==> src/rtl/spi_arb.sv <==
// spi_arb: round-robin sequencer sharing one SPI master between NUM_REQ requesters.
// Define SPI_ARB_TIMEOUT_EN to add a WAIT-state watchdog that sets the sticky to_err flag.
module spi_arb #(
   parameter int NUM_REQ = 2,
   parameter int GAP_CYC = 4,
   parameter int TO_CYC  = 65535
) (
   input  logic                  clk,
   input  logic                  rst,
   input  logic [NUM_REQ-1:0]    req,
   input  logic [16*NUM_REQ-1:0] req_cmd,
   output logic [NUM_REQ-1:0]    gnt,
   output logic [NUM_REQ-1:0]    rsp_vld,
   output logic [15:0]           rsp_data,
   output logic                  busy,
   output logic                  spi_wrt,
   output logic [15:0]           spi_cmd,
   input  logic                  spi_done,
   input  logic [15:0]           spi_rd_data,
   output logic                  to_err
);
   localparam int IDX_W = (NUM_REQ > 1) ? $clog2(NUM_REQ) : 1;

   typedef enum logic [1:0] {IDLE, LAUNCH, WAIT, GAP} state_t;

   state_t               state_q, state_d;
   logic [IDX_W-1:0]     owner_q, owner_d;
   logic [IDX_W-1:0]     ptr_q, ptr_d;
   logic [IDX_W-1:0]     win, sel;
   logic                 found;
   logic [NUM_REQ-1:0]   gnt_q, gnt_d;
   logic [NUM_REQ-1:0]   rsp_vld_q, rsp_vld_d;
   logic [15:0]          rsp_data_q, rsp_data_d;
   logic [15:0]          spi_cmd_q, spi_cmd_d;
   logic [15:0]          win_cmd;
   logic                 busy_q, busy_d;
   logic                 wrt_q, wrt_d;
   logic [7:0]           gap_q, gap_d;
   logic                 to_evt;

`ifdef SPI_ARB_TIMEOUT_EN
   logic [15:0] to_cnt_q, to_cnt_d;
   logic        to_err_q, to_err_d;

   assign to_evt = (state_q == WAIT) && !spi_done && (to_cnt_q == 16'(TO_CYC - 1));

   always_comb begin
      to_cnt_d = (state_q == WAIT) ? to_cnt_q + 16'd1 : 16'd0;
      to_err_d = to_err_q | to_evt;
   end

   always_ff @(posedge clk or posedge rst) begin
      if (rst) begin
         to_cnt_q <= 16'd0;
         to_err_q <= 1'b0;
      end else begin
         to_cnt_q <= to_cnt_d;
         to_err_q <= to_err_d;
      end
   end

   assign to_err = to_err_q;
`else
   assign to_evt = 1'b0;
   assign to_err = 1'b0;
`endif

   // Search starts at ptr and wraps, so the last winner becomes lowest priority.
   always_comb begin
      found   = 1'b0;
      win     = ptr_q;
      sel     = ptr_q;
      win_cmd = 16'h0000;
      for (int i = 0; i < NUM_REQ; i++) begin
         sel = IDX_W'((int'(ptr_q) + i) % NUM_REQ);
         if (!found && req[sel]) begin
            found = 1'b1;
            win   = sel;
         end
      end
      for (int i = 0; i < NUM_REQ; i++) begin
         if (win == IDX_W'(i)) begin
            win_cmd = req_cmd[16*i +: 16];
         end
      end
   end

   always_comb begin
      state_d    = state_q;
      owner_d    = owner_q;
      ptr_d      = ptr_q;
      gnt_d      = '0;
      rsp_vld_d  = '0;
      rsp_data_d = rsp_data_q;
      spi_cmd_d  = spi_cmd_q;
      busy_d     = busy_q;
      wrt_d      = 1'b0;
      gap_d      = gap_q;
      case (state_q)
         IDLE: begin
            if (found) begin
               spi_cmd_d = win_cmd;
               owner_d   = win;
               ptr_d     = IDX_W'((int'(win) + 1) % NUM_REQ);
               gnt_d     = NUM_REQ'(1) << win;
               wrt_d     = 1'b1;
               busy_d    = 1'b1;
               state_d   = LAUNCH;
            end
         end
         LAUNCH: state_d = WAIT;
         WAIT: begin
            if (spi_done || to_evt) begin
               rsp_data_d = spi_done ? spi_rd_data : 16'hDEAD;
               rsp_vld_d  = NUM_REQ'(1) << owner_q;
               gap_d      = 8'(GAP_CYC);
               state_d    = GAP;
            end
         end
         GAP: begin
            gap_d = gap_q - 8'd1;
            if (gap_q <= 8'd1) begin
               gap_d   = 8'd0;
               busy_d  = 1'b0;
               state_d = IDLE;
            end
         end
         default: state_d = IDLE;
      endcase
   end

   always_ff @(posedge clk or posedge rst) begin
      if (rst) begin
         state_q    <= IDLE;
         owner_q    <= '0;
         ptr_q      <= '0;
         gnt_q      <= '0;
         rsp_vld_q  <= '0;
         rsp_data_q <= 16'h0000;
         spi_cmd_q  <= 16'h0000;
         busy_q     <= 1'b0;
         wrt_q      <= 1'b0;
         gap_q      <= 8'd0;
      end else begin
         state_q    <= state_d;
         owner_q    <= owner_d;
         ptr_q      <= ptr_d;
         gnt_q      <= gnt_d;
         rsp_vld_q  <= rsp_vld_d;
         rsp_data_q <= rsp_data_d;
         spi_cmd_q  <= spi_cmd_d;
         busy_q     <= busy_d;
         wrt_q      <= wrt_d;
         gap_q      <= gap_d;
      end
   end

   assign gnt      = gnt_q;
   assign rsp_vld  = rsp_vld_q;
   assign rsp_data = rsp_data_q;
   assign busy     = busy_q;
   assign spi_wrt  = wrt_q;
   assign spi_cmd  = spi_cmd_q;

endmodule

==> config.mk <==
export PLATFORM = sky130hd
export DESIGN_NAME = spi_arb
export DESIGN_NICKNAME = d
export VERILOG_FILES = /design/src/rtl/spi_arb.sv
export SDC_FILE = /design/constraint.sdc
export NUM_CORES = 1
export LEC_CHECK = 0
export BUFFER_PORTS_ARGS = -buffer_cell sky130_fd_sc_hd__clkbuf_2
export CORE_MARGIN = 5
export CORE_UTILIZATION = 40
export CTS_CLUSTER_DIAMETER = 200
export CTS_CLUSTER_SIZE = 10
export DETAILED_ROUTE_END_ITERATION = 7
export PLACE_DENSITY = 0.68
export SYNTH_ARGS = -nofsm -noshare
export SYNTH_HDL_FRONTEND = slang
export SYNTH_SLANG_ARGS = --single-unit
export TNS_END_PERCENT = 5
==> constraint.sdc <==
create_clock -name clk -period 3.3 [get_ports clk]
set_input_delay 0.33 -clock clk [delete_from_list [all_inputs] [get_ports clk]]
set_output_delay 0.33 -clock clk [all_outputs]
set_load 0.005 [all_outputs]
==> results.md <==
- Outcome: complete, no violations
- Number of synthesis warnings: 0
- Lkg Pwr: ~1.5 nW
- H-tree levels: 2
- Seq/Total Area, Yosys: 56.3%
- Pins Over Slew Limit: 0
- I/O Buffers: 90
- Number of global-route vias before repair: 1,809
- Worst Setup SP: gap_q[0]
- Post-DR vias/cell: roughly 4.7
- Top layer in use: met4
- Nets: between 300 and 400
- Largest net degree at the start of global routing: between 50 and 60
- Placement Rows: 27
- WL final: roughly 4800 µm
- Reg2reg setup slack: approximately 1.3 ns
- Critical Path Fanout Max: 5
- Slew Limit Headroom: 32.3%
- Layout area overhead: 27.7%
- Detail Route Antenna Nets: 0
- Syn Nets: approximately 260
- Post-layout utilization of the core: 52.2%
- Worst path required time: roughly 3.5 ns
- Kind of critical path: reg -> reg
- Setup_tns: 0 ns
- R2r startpoint: gap_q[0]
- Post-synth cell types: 38
- Total GRT Usage: between 10 and 15%
- Clk sinks: 50
- Setup bufs post-CTS: 0
- Avg Cell Area, Syn: 11.2 µm²
- Cell area power density: 900 nW/µm²
- Synthesized netlist cell count: a little under 200
- Core ar.: ~5400 µm²
- Met2 WL: 2230 µm
- DRC Markers: 0
- Hold WC Path Type: in -> async
- Fmax: 0.510 GHz
- Most frequent cells in the layout: clkbuf_2, dfrtp_1, nand2_1, mux2_2, nor2_1
- DR vias: 1,705
- Initial Util: 40.8%
- Root buf cell: clkbuf_8
- Yosys reg bits: 50
- Num CTS Buffers: 5
- Worst R2R Path Depth: 6
- First-pass GRT wire length: roughly 8400 µm
- Max_cap viols: 0
- TritonRoute pass-1 iters: 5
- R2r endpoint: state_q[1]
- Crit path DAT: ~2.2 ns
- Async S/R FF share, synth: 100%
- Post-synth EDFFs: 0
- Mapped Area: between 2000 and 2500 µm²
- Clk_lat worst skew: roughly 0.3 ns
- Die X: between 80 and 90 µm
- Die area: approximately 7100 µm²
- GRT Residual Overflow: 0
- Clock skew: approximately 0.0032 ns
- Post-CTS Resized: 0
- Unrepaired setup endpoints after global routing: false
- Final hold vios: 0
- Ys flop type: dfrtp_1
- Ratio of cells with drive above 1 in the final layout: 41.8%
- Final setup violation count: 0
- Clock Tree Buf Depth: 2
- Crit end category: register
- Worst slew pin tran: ~1.0 ns
- Antenna violations before repair: 0
- Fillers: around 510
- Antenna cell count: 0
- DR WL met3: between 300 and 400 µm
- Post-CTS Hold Fix Bufs: 0
- DRT met1 WL: between 2000 and 2500 µm
- Avg WL per Cell: 13.3 µm
- Detail Placement HPWL: 3630 µm
- Final RePlAce weighted congestion: roughly 0.7
- Worst setup SP type: register
- Die height: 84.5 µm
- CTS tree: built
- Worst VDD drop: 0.347 mV
- Commonest non-fill, non-tap cell in the layout: clkbuf_2
- Top-level port count: 92
- Crit share post-route: 59.4%
- CTS clk-pin slew, worst paths: ~0.090 ns
- Fin crit period: a little under 2 ns
- 1st-iter DRT viols: between 70 and 80
-- through the flow --
stage	std cells	setup WS (ns)	area (µm²)	hold WS, ns	power, W
6_report	359	1.34	2840	0.237	0.00255
5_1_grt	359	1.18	2840	0.233	0.00278
4_1_cts	359	1.33	2840	0.231	0.00259
3_5_place_dp	351	1.35	2730	0.469	0.00215
3_3_place_gp	351	1.36	2730	0.465	0.00213
2_1_floorplan	198	1.46	2220	0.418	0.00174
-- critical path: stages, from the launching register on --
cell	delay (ns)
dfrtp_1	0.43
inv_1	0.07
ha_1	0.22
nor2_1	0.07
o41a_1	0.44
a211oi_2	0.27
mux2_1	0.35
-- where the power goes --
part / switching [W] / internal (W)
registers: 0.000173 / 0.000895
clock network: 0.000201 / 0.000223
logic: 0.000525 / 0.000534
total: 0.000900 / 0.00165
-- how the worst max path moves through the flow --
stage / endpoint / slack [ns]
global placement: state_q[1] / 1.36
finish: state_q[1] / 1.34
detailed placement: state_q[1] / 1.35
floorplan: state_q[1] / 1.46
global route: owner_q / 1.18
CTS: rsp_data[13] / 1.33
-- cell families (layout without fill, tap and decap cells) --
logic type,count (synthesis),count (layout),share of synthesized area (%)
AND/OR/NAND/NOR,58,58,12.4
flip-flops,50,50,56.3
AO/OA/AOI/OAI,33,33,10.3
multiplexers,25,25,12.3
buffers and inverters,21,110,3.72
adder cells (fa/ha/maj),6,6,3.27
XOR/XNOR,4,4,1.58
other,1,1,0.169
-- routing by layer --
metal | track usage (%) | vias up
li1 | - | 857
met1 | 18.5 | 782
met2 | 23.3 | 60
met3 | 5.00 | 6
met4 | 3.88 | 0
met5 | 0 | -
-- sequential cells by signal (all words and copies together) (netlist names) --
signal / cells
rsp_data: 16
spi_cmd: 16
gap_q: 8
gnt: 2
rsp_vld: 2
state_q: 2
busy: 1
owner_q: 1
ptr_q: 1
spi_wrt: 1
-- final cells by class --
class	count	area (µm²)	area share [%]
repair buffers	91	458	16.1
inverters	11	41.3	1.46
well taps	72	90.1	3.18
clock inverters	3	40.0	1.41
multi-input cells	127	887	31.3
flip-flops and latches	50	1250	44.1
clock buffers	5	68.8	2.43
-- synth_stat cells, types with 5 or more instances --
cell type / number / area [µm²]
dfrtp_1: 50 / 1250
nand2_1: 22 / 82.6
mux2_2: 17 / 191
nor2_1: 12 / 45.0
inv_1: 11 / 41.3
nand3_1: 11 / 55.1
a22oi_1: 10 / 75.1
o21ai_0: 10 / 50.1
clkbuf_1: 9 / 33.8
mux2i_1: 7 / 70.1
ha_1: 5 / 62.6
Power figures use the tool's default switching activity.
